### src/rtl/cp0_multi_irq.sv
// Coprocessor-0 for the 5-stage MIPS pipeline: SR/Cause/EPC/PRId, N hw + 2 sw interrupts, eret EPC bypass; CP0_TIMER_EN adds Count/Compare.
// Latency: Req, CP0Out, EPCOut combinational; state updates at next clk edge; IntAck one cycle after an interrupt is taken.
// Backpressure: none; Req flushes stage M and takes priority over any same-cycle mtc0 write.
module cp0_multi_irq #(
  parameter int          NUM_HWINT = 6,
  parameter logic [31:0] PRID_VAL  = 32'h0000_4D50
) (
  input  logic                 clk,
  input  logic                 reset,
  input  logic                 en,
  input  logic [4:0]           CP0Add,
  input  logic [31:0]          CP0In,
  output logic [31:0]          CP0Out,
  input  logic [31:0]          VPC,
  input  logic                 BDIn,
  input  logic [4:0]           ExcCodeIn,
  input  logic [NUM_HWINT-1:0] HWInt,
  input  logic                 EXLClr,
  output logic [31:0]          EPCOut,
  output logic                 Req,
  output logic                 IntAck
);
  // Index of the topmost hardware line inside the 8-bit IP field.
  localparam int TOP_IP = 2 + NUM_HWINT - 1;

  logic [7:0]           sr_im;
  logic                 sr_exl;
  logic                 sr_ie;
  logic                 cause_bd;
  logic [1:0]           ip_sw;
  logic [NUM_HWINT-1:0] ip_hw;
  logic [4:0]           cause_exc;
  logic [31:0]          epc;
  logic                 int_ack_q;
  logic                 timer_pend;

  logic [7:0]  ip;
  logic        int_req;
  logic        exc_req;
  logic        req;
  logic        wr_ok;
  logic        wr_sr;
  logic        wr_cause;
  logic        wr_epc;
  logic [31:0] vpc_al;
  logic [31:0] epc_next;
  logic [31:0] rd_dat;

  always_comb begin
    ip            = '0;
    ip[1:0]       = ip_sw;
    ip[2 +: NUM_HWINT] = ip_hw;
    ip[TOP_IP]    = ip[TOP_IP] | timer_pend;
  end

  assign int_req = (|(ip & sr_im)) & sr_ie & ~sr_exl;
  assign exc_req = (ExcCodeIn != 5'd0) & ~sr_exl;
  assign req     = int_req | exc_req;

  // A taken interrupt/exception drops any mtc0 in the same cycle.
  assign wr_ok    = en & ~req;
  assign wr_sr    = wr_ok & (CP0Add == 5'd12);
  assign wr_cause = wr_ok & (CP0Add == 5'd13);
  assign wr_epc   = wr_ok & (CP0Add == 5'd14);

  assign vpc_al   = VPC & 32'hFFFF_FFFC;
  assign epc_next = BDIn ? (vpc_al - 32'd4) : vpc_al;

  always_ff @(posedge clk) begin
    if (reset) begin
      sr_im     <= '0;
      sr_exl    <= 1'b0;
      sr_ie     <= 1'b0;
      cause_bd  <= 1'b0;
      ip_sw     <= '0;
      ip_hw     <= '0;
      cause_exc <= '0;
      epc       <= '0;
      int_ack_q <= 1'b0;
    end else begin
      ip_hw     <= HWInt;
      int_ack_q <= int_req;
      if (req) begin
        sr_exl    <= 1'b1;
        cause_bd  <= BDIn;
        cause_exc <= int_req ? 5'd0 : ExcCodeIn;
        epc       <= epc_next;
      end else begin
        if (wr_sr) begin
          sr_im  <= CP0In[15:8];
          sr_exl <= CP0In[1];
          sr_ie  <= CP0In[0];
        end
        // eret overrides an mtc0 that tries to set EXL in the same cycle.
        if (EXLClr) sr_exl <= 1'b0;
        if (wr_cause) ip_sw <= CP0In[9:8];
        if (wr_epc) epc <= CP0In & 32'hFFFF_FFFC;
      end
    end
  end

`ifdef CP0_TIMER_EN
  logic [31:0] count;
  logic [31:0] compare;
  logic        wr_count;
  logic        wr_compare;

  assign wr_count   = wr_ok & (CP0Add == 5'd9);
  assign wr_compare = wr_ok & (CP0Add == 5'd11);

  always_ff @(posedge clk) begin
    if (reset) begin
      count      <= '0;
      compare    <= '0;
      timer_pend <= 1'b0;
    end else begin
      count <= wr_count ? CP0In : count + 32'd1;
      if (wr_compare) begin
        compare    <= CP0In;
        timer_pend <= 1'b0;
      end else if ((count == compare) && (compare != 32'd0)) begin
        timer_pend <= 1'b1;
      end
    end
  end
`else
  assign timer_pend = 1'b0;
`endif

  always_comb begin
    rd_dat = '0;
    case (CP0Add)
`ifdef CP0_TIMER_EN
      5'd9:  rd_dat = count;
      5'd11: rd_dat = compare;
`endif
      5'd12: rd_dat = {16'd0, sr_im, 6'd0, sr_exl, sr_ie};
      5'd13: rd_dat = {cause_bd, 15'd0, ip, 1'b0, cause_exc, 2'b00};
      5'd14: rd_dat = epc;
      5'd15: rd_dat = PRID_VAL;
      default: rd_dat = '0;
    endcase
  end

  // Forward a same-cycle mtc0 EPC so a following eret redirects correctly.
  assign EPCOut = (en & (CP0Add == 5'd14) & ~req) ? (CP0In & 32'hFFFF_FFFC) : epc;
  assign CP0Out = rd_dat;
  assign Req    = req;
  assign IntAck = int_ack_q;

endmodule

### config.mk
export PLATFORM = sky130hd
export DESIGN_NAME = cp0_multi_irq
export DESIGN_NICKNAME = d
export VERILOG_FILES = /design/src/rtl/cp0_multi_irq.sv
export SDC_FILE = /design/constraint.sdc
export NUM_CORES = 1
export LEC_CHECK = 0
export ABC_AREA = 1
export BUFFER_PORTS_ARGS = -buffer_cell sky130_fd_sc_hd__buf_2
export CORE_MARGIN = 2
export CORE_UTILIZATION = 40
export CTS_CLUSTER_SIZE = 30
export DETAILED_ROUTE_END_ITERATION = 6
export GPL_TIMING_DRIVEN = 0
export PLACE_DENSITY_LB_ADDON = 0.1
export SLEW_MARGIN = 20
export SYNTH_ARGS = -nofsm -noshare
export SYNTH_HDL_FRONTEND = slang
export SYNTH_SLANG_ARGS = --single-unit
export TNS_END_PERCENT = 5
### constraint.sdc
create_clock -name clk -period 1.96 [get_ports clk]
set_input_delay 0 -clock clk [delete_from_list [all_inputs] [get_ports clk]]
set_output_delay 0 -clock clk [all_outputs]
set_load 0.01 [all_outputs]
==> impl_metrics.env <==
export IMPL_status="finished, final reports clean"
export IMPL_critPathLaunchType="primary input"
export IMPL_synth_simple_area_share_pct=41.7
export IMPL_ys_ff_latch=55
export IMPL_min_period_ns=1.86
export IMPL_synth_fa_ha_area_share_pct=0.303
export IMPL_finalCritPeriodShare_pct=94.9
export IMPL_synth_top_family_by_area="simple AND/OR/NAND/NOR gates"
export IMPL_die_x_um=106
export IMPL_nNetsFinal=951
export IMPL_num_io_pins=151
export IMPL_synth_cell_types=44
export IMPL_ys_flop_type="dfxtp_1"
export IMPL_tightest_slew_ns=0.705
export IMPL_slowest_stage="dlygate4sd3_1"
export IMPL_p_total_mw=2.71
export IMPL_h_tree_depth=2
export IMPL_timing_slew_headroom_pct=53.0
export IMPL_p_per_area_nw_per_um2=499
export IMPL_grt_max_degree=17
export IMPL_final_antenna_net_count=0
export IMPL_rows=37
export IMPL_synth_cells=683
export IMPL_ys_seq_area_share_pct=26.6
export IMPL_final_common_cell="nand2_1"
export IMPL_slew_viol_final=0
export IMPL_timing_rr_start="ip_hw[2]$_SDFF_PP0_"
export IMPL_drt_total_wl_um=14200
export IMPL_grt_pass1_wl_um=22400
export IMPL_drc=0
export IMPL_cpPeakStageDelay_ns=0.53
export IMPL_die_area_sq_um=11200
export IMPL_crit_family="buffers and inverters"
export IMPL_root_buffer="clkbuf_8"
export IMPL_diodes=0
export IMPL_first_pass_iters=5
export IMPL_routed_via_density=4.81
export IMPL_clock_latency_ns=0.32
export IMPL_startpoint="ExcCodeIn[2]"
export IMPL_crit_type="primary input to primary output"
export IMPL_rsz0062_at_grt="yes"
export IMPL_max_vdd_ir_drop_mv=0.303
export IMPL_required_ns=1.96
export IMPL_cts_buffers=5
export IMPL_max_cap_viol_count=0
export IMPL_postSynthAreaPerCell_sq_um=6.05
export IMPL_yosysTopAreaCell="dfxtp_1"
export IMPL_hold_violations=0
export IMPL_cts_tree="done"
export IMPL_netlist_area_leader_share_pct=26.6
export IMPL_synth_compound_area_share_pct=13.5
export IMPL_core_sq_um=10200
export IMPL_layout_common_cells="nand2_1 (176), buf_2 (153), nor2_1 (102)"
export IMPL_synth_area_mux_share_pct=0
export IMPL_crit_fanout=10
export IMPL_cts_buffer_depth=2
export IMPL_synth_edf_count=0
export IMPL_end_kind="primary output"
export IMPL_hold_path_startpoint="CP0In[23]"
export IMPL_yosys_top_cells_area="dfxtp_1 (27%), nand2_1 (16%), nor2_1 (9.4%)"
export IMPL_grt_antenna_before_repair=1
export IMPL_ff_latch_area_sq_um=1100
export IMPL_crit_buf_inv=5
export IMPL_timing_critical_path_mode_cell="buf_2"
export IMPL_postLayoutCellArea_sq_um=5430
export IMPL_fin_hold_ws_ns=0.0112
export IMPL_drive_gt1_share_pct=27.4
export IMPL_avgRoutedWirePerCell_um=14.2
export IMPL_clk_pin_slew_ns=0.10
export IMPL_die_h_um=106
export IMPL_gp_congestion=0.907
export IMPL_multi_input_area_sq_um=2440
export IMPL_area_growth_pct=31.3
export IMPL_synth_xor_area_share_pct=3.18
export IMPL_drt_iter0_markers=194
export IMPL_yosys_warnings=0
export IMPL_fin_skew_ns=0.00356
export IMPL_final_core_util_pct=53.3
export IMPL_crit_chain="dlygate4sd3_1 -> buf_2 -> nor3_2 -> nand2_2 -> nand2_4 -> nand3_4 -> buf_6 -> buf_4 -> o21ai_1 -> buf_2"
export IMPL_grt_ovfl_total=0
export IMPL_grt_use_total_pct=25.3
export IMPL_cts_sinks=55
export IMPL_post_dp_cell_area_sq_um=5030
export IMPL_report_final_setup_viol=0
export IMPL_grt_pass1_vias=4605
export IMPL_p_leak_nw=2.85
export IMPL_start_util_pct=40.6
export IMPL_max_freq_mhz=538
export IMPL_dp_hpwl_um=11300
export IMPL_fillers=1106
export IMPL_arrival_ns=1.86
export IMPL_synth_async_reset_ratio_pct=0
export IMPL_hp_class="primary input to flip-flop"
export IMPL_vias=4823
export IMPL_io_buffers=145
export IMPL_netlist_area_sq_um=4140
-- flip-flops by register name, indices dropped and copies added (netlist names), 2 cells and up --
register   count
ip_hw          6
cause_exc      5
ip_sw          2
sr_im          8
epc           30
-- path summary, 6_finish.rpt --
check	endpoint	slack [ns]	cells after the start
min reg2reg	cause_exc[0]$_SDFFE_PP0N_	0.47	2
min	epc[23]$_SDFFE_PP0P_	0.01	5
max reg2reg	sr_exl$_SDFFE_PP0P_	0.27	12
max	EPCOut[18]	0.10	10
-- repair_timing --
action | 4_1_cts | 5_1_grt
hold buffers | 27 | 0
buffers inserted | 0 | 2
setup endpoints to repair | 0 | 16
resized for setup | 0 | 8
hold endpoints to repair | 30 | 0
-- synthesized netlist by cell type, types with 7 or more instances --
library cell / n
nand2_1: 176
nor2_1: 104
inv_1: 97
dfxtp_1: 55
nand3_1: 41
o21ai_1: 31
a21oi_1: 24
o21ai_0: 19
nand2_2: 11
buf_2: 10
xor2_1: 10
buf_6: 9
nand3_2: 9
nand4_1: 9
nor2_2: 9
clkbuf_1: 7
-- report_power, final --
group | internal (mW) | switching, mW | leakage [nW] | total [mW]
registers | 1.20 | 0.0517 | 0.455 | 1.25
logic | 0.322 | 0.449 | 2.35 | 0.771
clock network | 0.291 | 0.400 | 0.0484 | 0.691
total | 1.81 | 0.900 | 2.85 | 2.71
-- logic make-up (layout without fill, tap and decap cells) --
logic type | after synthesis | in the layout
AO/OA/AOI/OAI | 96 | 96
XOR/XNOR | 15 | 15
adder cells (fa/ha/maj) | 1 | 1
buffers and inverters | 136 | 318
flip-flops | 55 | 55
other | 1 | 2
AND/OR/NAND/NOR | 379 | 379
-- final cells by class --
| class | instances | share of cell area, % |
|---|---|---|
| plain buffers | 30 | 3.85 |
| clock buffers | 7 | 1.59 |
| clock inverters | 1 | 0.161 |
| inverters | 106 | 7.42 |
| multi-input cells | 493 | 44.9 |
| flip-flops and latches | 55 | 20.3 |
| well taps | 136 | 3.13 |
| repair buffers | 174 | 18.6 |
-- per-stage QoR --
| step | instances | worst slack [ns] | TNS (ns) |
|---|---|---|---|
| after floorplan | 684 | 0.574 | 0 |
| after global placement | 965 | 0.266 | 0 |
| after detailed placement | 965 | 0.256 | 0 |
| after CTS | 1000 | 0.0409 | 0 |
| after global routing | 1002 | -0.00526 | -0.00526 |
| final | 1002 | 0.101 | 0 |
-- metal layers --
layer	vias to the layer above	GRT usage (%)	wire, um
met5	-	0	13
met4	2	6.95	247
met3	20	3.65	777
met2	135	45.6	6820
met1	2167	31.3	6330
li1	2499	-	-
-- worst min-delay path, delay by kind of cell --
kind / cells / cell delay [ns]
AOI/OAI and AO/OA: 1 / 0.05
buffers and inverters: 1 / 0.09
and+or+nand+nor: 3 / 0.16
No activity file was read; power rests on OpenSTA's default activity.
